[config.mk]
export PLATFORM = sky130hd
export DESIGN_NAME = log_output_error_unit
export DESIGN_NICKNAME = d
export VERILOG_FILES = /design/src/rtl/log_output_error_unit.sv
export SDC_FILE = /design/constraint.sdc
export NUM_CORES = 1
export LEC_CHECK = 0
export CORE_MARGIN = 2
export CORE_UTILIZATION = 30
export CTS_CLUSTER_SIZE = 14
export DETAILED_ROUTE_END_ITERATION = 7
export DONT_BUFFER_PORTS = 1
export GPL_TIMING_DRIVEN = 1
export PLACE_DENSITY_LB_ADDON = 0.25
export SLEW_MARGIN = 30
export SYNTH_ARGS = -nofsm -noshare
export SYNTH_HDL_FRONTEND = slang
export SYNTH_SLANG_ARGS = --single-unit
export TNS_END_PERCENT = 20
[constraint.sdc]
create_clock -name clk -period 17 [get_ports clk]
set_clock_uncertainty 0.05 [all_clocks]
set_input_delay 2.55 -clock clk [delete_from_list [all_inputs] [get_ports clk]]
set_output_delay 2.55 -clock clk [all_outputs]
set_load 0.005 [all_outputs]
[src/rtl/log_output_error_unit.sv]
// Serial log-domain FIR output and error stage: sums TAPS Mitchell-antilog products into y(n),
// forms e(n) = d(n) - y(n), and converts mu*e(n) to log format. Latency TAPS+4 cycles; start ignored while busy.
module log_output_error_unit #(
    parameter int WIDTH     = 16,
    parameter int QP        = 12,
    parameter int LOG_WIDTH = 17,
    parameter int TAPS      = 8,
    parameter int ACC_WIDTH = 24,
    parameter int LOG_MU    = -5
) (
    input  logic                                       clk,
    input  logic                                       reset,
    input  logic                                       start,
    input  logic [WIDTH-1:0]                           d_in,
    output logic                                       tap_req,
    output logic [((TAPS > 1) ? $clog2(TAPS) : 1)-1:0] tap_idx,
    input  logic [LOG_WIDTH-1:0]                       log_weight,
    input  logic [LOG_WIDTH-1:0]                       log_x,
    input  logic                                       log_weight_sign,
    input  logic                                       log_x_sign,
    input  logic                                       log_weight_valid,
    input  logic                                       log_x_valid,
    output logic [WIDTH-1:0]                           y_out,
    output logic [WIDTH-1:0]                           error_out,
    output logic [LOG_WIDTH-1:0]                       log_mu_error,
    output logic                                       log_error_sign,
    output logic                                       log_error_valid,
    output logic                                       busy,
    output logic                                       done
);
    localparam int IDXW = (TAPS > 1) ? $clog2(TAPS) : 1;
    localparam int LI   = LOG_WIDTH - 12;
    localparam int SH_L = (QP >= 12) ? QP - 12 : 0;
    localparam int SH_R = (QP < 12) ? 12 - QP : 0;
    localparam int LI_MAX = (1 << (LI - 1)) - 1;
    localparam int LI_MIN = -(1 << (LI - 1));

    localparam logic [2:0] S_IDLE  = 3'd0;
    localparam logic [2:0] S_FETCH = 3'd1;
    localparam logic [2:0] S_DRAIN = 3'd2;
    localparam logic [2:0] S_ERR   = 3'd3;
    localparam logic [2:0] S_LOG   = 3'd4;

    localparam logic [63:0]                 MAG_MAX = (64'd1 << (WIDTH - 1)) - 64'd1;
    localparam logic signed [ACC_WIDTH-1:0] Y_MAX   = ACC_WIDTH'((1 << (WIDTH - 1)) - 1);
    localparam logic signed [ACC_WIDTH-1:0] Y_MIN   = ~Y_MAX;
    localparam logic [WIDTH-1:0]            W_MAX   = {1'b0, {(WIDTH-1){1'b1}}};
    localparam logic [WIDTH-1:0]            W_MIN   = {1'b1, {(WIDTH-1){1'b0}}};

    logic [2:0]                  state;
    logic                        drain_cnt;
    logic [WIDTH-1:0]            d_reg;
    logic                        req_d1;
    logic                        pvld_r;
    logic [LOG_WIDTH-1:0]        plog_r;
    logic                        psign_r;
    logic                        pval_r;
    logic signed [ACC_WIDTH-1:0] acc;

    // Product in log domain: add exponents, clamp to the representable Q5.12 range
    logic signed [LOG_WIDTH:0]   psum;
    logic [LOG_WIDTH-1:0]        psat;
    always_comb begin
        psum = {log_weight[LOG_WIDTH-1], log_weight} + {log_x[LOG_WIDTH-1], log_x};
        psat = psum[LOG_WIDTH-1:0];
        if (psum[LOG_WIDTH] != psum[LOG_WIDTH-1])
            psat = psum[LOG_WIDTH] ? {1'b1, {(LOG_WIDTH-1){1'b0}}} : {1'b0, {(LOG_WIDTH-1){1'b1}}};
    end

    // Mitchell antilog of the registered product
    int                          ex_i;
    logic [63:0]                 shifted;
    logic [WIDTH-1:0]            mag;
    logic signed [ACC_WIDTH-1:0] term;
    always_comb begin
        ex_i = int'($signed(plog_r[LOG_WIDTH-1:12]));
        if (ex_i >= 0)
            shifted = 64'({1'b1, plog_r[11:0]}) << ex_i;
        else
            shifted = 64'({1'b1, plog_r[11:0]}) >> (-ex_i);
        shifted = (shifted << SH_L) >> SH_R;
        mag  = (shifted > MAG_MAX) ? MAG_MAX[WIDTH-1:0] : shifted[WIDTH-1:0];
        term = '0;
        if (pval_r)
            term = psign_r ? -$signed(ACC_WIDTH'(mag)) : $signed(ACC_WIDTH'(mag));
    end

    logic [WIDTH-1:0] y_sat;
    logic [WIDTH:0]   diff;
    logic [WIDTH-1:0] e_sat;
    always_comb begin
        if (acc > Y_MAX)      y_sat = W_MAX;
        else if (acc < Y_MIN) y_sat = W_MIN;
        else                  y_sat = acc[WIDTH-1:0];
        diff  = {d_reg[WIDTH-1], d_reg} - {y_sat[WIDTH-1], y_sat};
        e_sat = diff[WIDTH-1:0];
        if (diff[WIDTH] != diff[WIDTH-1])
            e_sat = diff[WIDTH] ? W_MIN : W_MAX;
    end

    // Log conversion of |e|; the integer part clamps rather than wrapping for tiny errors
    logic [WIDTH-1:0]     abs_e;
    int                   lead;
    int                   int_part;
    logic [11:0]          frac;
    logic [LOG_WIDTH-1:0] log_val;
    always_comb begin
        if (error_out == W_MIN)        abs_e = W_MAX;
        else if (error_out[WIDTH-1])   abs_e = -error_out;
        else                           abs_e = error_out;
        lead = 0;
        for (int i = 0; i < WIDTH; i++)
            if (abs_e[i]) lead = i;
        frac = 12'((abs_e << (WIDTH - 1 - lead)) >> (WIDTH - 13));
        int_part = lead - QP + LOG_MU;
        if (int_part > LI_MAX) int_part = LI_MAX;
        if (int_part < LI_MIN) int_part = LI_MIN;
        log_val = {LI'(int_part), frac};
    end

    always_ff @(posedge clk) begin
        if (reset) begin
            state           <= S_IDLE;
            drain_cnt       <= 1'b0;
            d_reg           <= '0;
            req_d1          <= 1'b0;
            pvld_r          <= 1'b0;
            plog_r          <= '0;
            psign_r         <= 1'b0;
            pval_r          <= 1'b0;
            acc             <= '0;
            tap_req         <= 1'b0;
            tap_idx         <= '0;
            y_out           <= '0;
            error_out       <= '0;
            log_mu_error    <= '0;
            log_error_sign  <= 1'b0;
            log_error_valid <= 1'b0;
            busy            <= 1'b0;
            done            <= 1'b0;
        end else begin
            done    <= 1'b0;
            req_d1  <= tap_req;
            pvld_r  <= req_d1;
            plog_r  <= psat;
            psign_r <= log_weight_sign ^ log_x_sign;
            pval_r  <= log_weight_valid & log_x_valid;
            if (pvld_r)
                acc <= acc + term;
            case (state)
                S_IDLE: begin
                    if (start) begin
                        d_reg   <= d_in;
                        acc     <= '0;
                        tap_idx <= '0;
                        tap_req <= 1'b1;
                        busy    <= 1'b1;
                        state   <= S_FETCH;
                    end
                end
                S_FETCH: begin
                    if (tap_idx == IDXW'(TAPS - 1)) begin
                        tap_req   <= 1'b0;
                        tap_idx   <= '0;
                        drain_cnt <= 1'b0;
                        state     <= S_DRAIN;
                    end else begin
                        tap_idx <= tap_idx + 1'b1;
                    end
                end
                S_DRAIN: begin
                    drain_cnt <= 1'b1;
                    if (drain_cnt)
                        state <= S_ERR;
                end
                S_ERR: begin
                    y_out     <= y_sat;
                    error_out <= e_sat;
                    state     <= S_LOG;
                end
                S_LOG: begin
                    log_error_valid <= (abs_e != '0);
                    log_mu_error    <= (abs_e != '0) ? log_val : '0;
                    log_error_sign  <= error_out[WIDTH-1];
                    done            <= 1'b1;
                    busy            <= 1'b0;
                    state           <= S_IDLE;
                end
                default: state <= S_IDLE;
            endcase
        end
    end
endmodule

* Word-level counts from Yosys, hierarchy flattened
Index checks and enable logic that the tools add are counted.
Storage, ports and cells: bits of input ports 57, logic and storage cells 107, register bits 122, output and inout port bits 57
Cells by class: bitwise logic cells 2, mux-type cells 46, order comparisons 6, eq/ne operators 11, reduce and logical (&&, ||, !) cells 11, add/subtract/negate cells 10, shift operators 3
Operator list (number):
- 32-bit two-way mux | 15
- 24-bit two-way mux | 5
- 16-bit two-way mux | 7
- 64-bit by 15-bit greater-than comparator with 1-bit output, second input constant | 1
- 64-bit two-way mux | 1
- 13-bit by 32-bit left shift with 64-bit output | 1
- 13-bit by 32-bit right shift with 64-bit output | 1
- 17-bit two-way mux | 3
- 32-bit by 4-bit adder with 32-bit output, second input constant | 1
- 32-bit by 5-bit greater-than comparator with 1-bit output, second input constant | 1
- 32-bit by 5-bit < comparator with 1-bit output, second input constant | 1
- 5-bit negation with 32-bit output | 1
- 16-bit by 32-bit left shift with 15-bit output | 1
- 32-bit by 5-bit subtractor with 32-bit output, second input constant | 1
- 5-bit by 32-bit subtractor with 32-bit output, first input constant | 1
- 24-bit adder | 1
- 24-bit by 16-bit greater-than comparator with 1-bit output, second input constant | 1
- 24-bit by 16-bit < comparator with 1-bit output, second input constant | 1
- 16-bit negation with 24-bit output | 1
- 17-bit by 17-bit adder with 18-bit output | 1
- 16-bit by 16-bit subtractor with 17-bit output | 1
- 16-bit equality test, second input constant | 1
- 16-bit negation | 1
- 16-bit nonzero test | 1
- other kinds (19) | 39

* Depth between registers and ports, before layout
depth after elaboration 25, gate-level depth with buffers 31, gate-level depth less buffers 28

* Worst setup path before layout
No wires, ideal clock.
kind register to register, from register plog_r[13], to register acc[23], arrival 5826 ps, buffers on the path 5, setup slack 11009 ps, cell stages (with the launch flop) 28, required time 16834 ps, setup time 116 ps, cell sequence dfxtp_1 > buf_2 > buf_2 > inv_1 > ha_1 > clkbuf_1 > buf_1 > mux4_2 > mux4_2 > a21oi_1 > ha_1 > and2_1 > nand4_1 > or2_1 > clkbuf_1 > o21ai_1 > xnor2_1 > and2_1 > ha_1 > a21oi_1 > o21ai_0 > o31ai_1 > a211oi_1 > o31ai_1 > o21ai_0 > xor2_1 > a211oi_1 > a31o_1
Between the ends: longest elaborated chain between the ends 12, elaborated cells on any way between the ends 14, classes of those cells 3 x add/sub; 2 x order compare; 2 x shift; 7 x mux
Ends and longest elaborated chain:
- start, declared | RTL line 55 | logic [LOG_WIDTH-1:0] plog_r;
- start signal, assigned | RTL line 145 | plog_r <= psat;
- 5-bit negation with 32-bit output | RTL line 80 | shifted = 64'({1'b1, plog_r[11:0]}) >> (-ex_i);
- 13-bit by 32-bit right shift with 64-bit output | RTL line 80
- 64-bit two-way mux (*) | RTL line 77 | if (ex_i >= 0)
- 64-bit by 15-bit greater-than comparator with 1-bit output | RTL line 82 | mag = (shifted > MAG_MAX) ? MAG_MAX[WIDTH-1:0] : shifted[WIDTH-1:0];
- 16-bit two-way mux (*) | RTL line 82
- 16-bit negation with 24-bit output | RTL line 85 | term = psign_r ? -$signed(ACC_WIDTH'(mag)) : $signed(ACC_WIDTH'(mag));
- 24-bit two-way mux (*) | RTL line 85
- 24-bit two-way mux (*) | RTL line 84 | if (pval_r)
- 24-bit adder (*) | RTL line 149 | acc <= acc + term;
- 24-bit two-way mux (*) | RTL line 148 | if (pvld_r)
- 24-bit two-way mux | RTL line 152 | if (start) begin
- 24-bit two-way mux (*) | RTL line 150 | case (state)
- end signal, assigned | RTL line 149
- end, declared | RTL line 58 | logic signed [ACC_WIDTH-1:0] acc;
Every way passes the cells marked *; elsewhere a longest branch is shown, timed or not. A chain may end at the register's enable or synchronous reset.

* Worst setup path after layout
Same ends and word-level chain as after synthesis.

==> run summary <==
Status: finished, violations left
Failing checks: design-rule violations
Die Footprint: 0.0357 mm²
Fmax: 149 MHz
RSZ-0062 raised after global routing: false
Crit-path max cell delay: 0.90 ns
Buffers on Ports: 0
Core Area: 0.0336 mm²
Clk sink count: 121
Hold crit path type: reg2reg
Seq cells post-synth: 121
First-pass GRT wire length: 48400 µm
Starting density of the core: 0.305
Final Hold Vio Count: 0
Post-synthesis cell count: 1329
Rows: 67
Setup Buffers After CTS: 0
DRC viols: 1
Setup violations, final: 0
Clk_lat worst skew: 0.43 ns
Pre-Repair DR Iteration Count: 7
Most common cell after layout, fill and taps aside: nor2_1
Commonest cells after routing, fill and taps aside: nor2_1, nand2_1, a21oi_1
TritonCTS clock tree: done
Crit path top cell by count: ha_1
Required @ worst endpoint: 17.27 ns
Netlist Area Pre-Place: 0.0103 mm²
Crit. End Element: register
Routed wire length: 29700 µm
Pin count of the biggest net entering global routing: 78
Post-DRT Antenna Nets: 0
Synth cell types: 95
Die Wd: 189 µm
Die Y: 189 µm
GRT overflow: 0
Most flops, register: acc
H-tree Lvls: 4
Worst VDD drop: 57.5 µV
Max_cap viols: 0
Register area share after synthesis: 0.236
Static Leak: 0.00432 µW
Pwr per Cell Area: 87.1 mW/mm²
Antenna cells: 0
Layout cell share with drive strength beyond 1: 0.0773
Final worst path period share: 0.395
Slew Viols, Final: 0
Initial DRC count: 716
Slowest CP cell: dfxtp_1
Top cell family by delay on the critical path: compound AO/OA/AOI/OAI gates
Setup slack after layout: 10.28 ns
Crit path DAT: 6.99 ns
Worst slack, placed: 10.33 ns
Num CTS Buffers: 17
Yosys warns: 0
Vias in the first global route: 9269
Antenna violations before repair: 0
CTS Hold Buffers Added: 0
Crit start category: register
Worst Tran Pin Value: 0.881 ns
Max reg flops: 24
Syn nets: 1457
Fill cells: 3572
Crit Path Class: reg2reg
Post-CTS sizing: 0
Relative slew slack: 0.412
Clk buf depth: 2
Syn-to-layout area delta: 9.04%
Avg Cell Area, Syn: 7.72 µm²
EDFF count, synth: 0
Root Buffer: clkbuf_16
Period minus WS final: 6.72 ns
Nets: 1409
Area of the multi-input gates: 0.00737 mm²
Critical path buffers and inverters: 1
Average wire per cell in the routed design: 17.0 µm
Routability congestion estimate: 0.893
Share of flip-flops with an asynchronous set or reset: 0
Avg Vias per Cell: 5.51
Largest regs: acc (24), log_mu_error (17), plog_r (17)
Placed wire-length estimate: 22600 µm
Crit path cell chain: inv_1, ha_1, mux4_2, mux4_2, a21oi_1, ha_1, and2_1, nand4_1, or2_1, o21ai_1, xnor2_1, and2_1, ha_1, a21oi_1, o21ai_0, o31ai_1, a211oi_1, o31ai_1, o21ai_0, xor2_1, a211oi_1, a31o_1
Synth Flop Type: dfxtp_1
Critical-path maximum fanout: 21
Setup TNS: 0 ns
Tot GR Track Use: 0.165
IO Pins: 114
Clock transition at the registers of the reported paths: 0.06 ns
Vias: 9607
Register Area: 0.00242 mm²
[through the flow]
| step | power (µW) | instances | utilization | hold slack, ns | cell area [µm²] |
|---|---|---|---|---|---|
| after CTS | 984 | 1742 | 0.332 | 0.390 | 11200 |
| after global routing | 1030 | 1742 | 0.333 | 0.407 | 11200 |
| after global placement | 597 | 1710 | 0.314 | 0.383 | 10600 |
| after floorplan | 541 | 1329 | - | 0.364 | 10300 |
| after detailed placement | 597 | 1710 | 0.314 | 0.392 | 10600 |
| final | 975 | 1742 | 0.333 | 0.386 | 11200 |
[layer usage]
layer	global-route usage	routed length [µm]	up-vias
met5	0	0	-
met4	0.0499	521	0
met1	0.205	13300	4511
met3	0.0287	1380	42
li1	-	-	4790
met2	0.290	14500	264
[area by class of cell]
type / instances / share of cell area
multi-input cells: 1088 / 0.659
flip-flops and latches: 121 / 0.216
well taps: 448 / 0.0501
clock buffers: 21 / 0.0411
inverters: 44 / 0.0148
clock inverters: 11 / 0.0131
repair buffers: 9 / 0.00604
[Yosys cell counts, drive strengths merged (12+ instances only)]
cell type	n	share of area
a211oi	39	0.030
a21o	16	0.012
a21oi	125	0.062
a31oi	16	0.010
and2	14	0.0085
buf	21	0.013
clkbuf	55	0.020
dfxtp	121	0.24
ha	68	0.083
inv	42	0.015
mux2i	39	0.038
mux4	15	0.033
nand2	136	0.050
nand2b	14	0.0085
nand3	28	0.014
nand4	15	0.0091
nor2	151	0.055
nor2b	20	0.012
nor3	47	0.023
nor4	12	0.0094
o21a	16	0.012
o21ai	64	0.034
o31ai	12	0.0088
or3	14	0.0085
xnor2	43	0.037
xor2	21	0.018
[path summary, 6_finish.rpt]
path | from | to | slack, ns | cells after the start
worst max-delay path | plog_r[13] | acc[23] | 10.28 | 22
worst min-delay path | req_d1 | pvld_r | 0.39 | 1
worst min register to register | req_d1 | pvld_r | 0.39 | 1
worst max register to register | plog_r[13] | acc[23] | 10.28 | 22
[report_power, final]
part	internal, µW	switching (µW)	total (µW)	leakage [µW]
clock	238	143	381	0.000293
sequential	295	22.7	318	0.000984
combinational	117	160	277	0.00304
total	650	325	975	0.00432
[logic make-up (layout without fill, tap and decap cells)]
logic type | count (synthesis) | count (layout) | share of synthesized area
DFF | 121 | 121 | 0.236
xor gates and xnor gates | 64 | 64 | 0.0546
AOI/OAI and AO/OA | 388 | 388 | 0.253
and+or+nand+nor | 502 | 502 | 0.237
adders and majority gates | 71 | 71 | 0.0887
muxes | 63 | 63 | 0.0815
buffers and inverters | 120 | 85 | 0.0494
[worst reg2reg max path: cells and delay by family (launching register included)]
family	cells	cell delay, ns
buffers and inverters	1	0.20
adders and majority gates	3	1.26
AOI/OAI and AO/OA	10	2.16
DFF	1	0.90
and+or+nand+nor	4	0.84
xor gates and xnor gates	2	0.27
muxes	2	0.93
No activity file was read; power rests on OpenSTA's default activity.
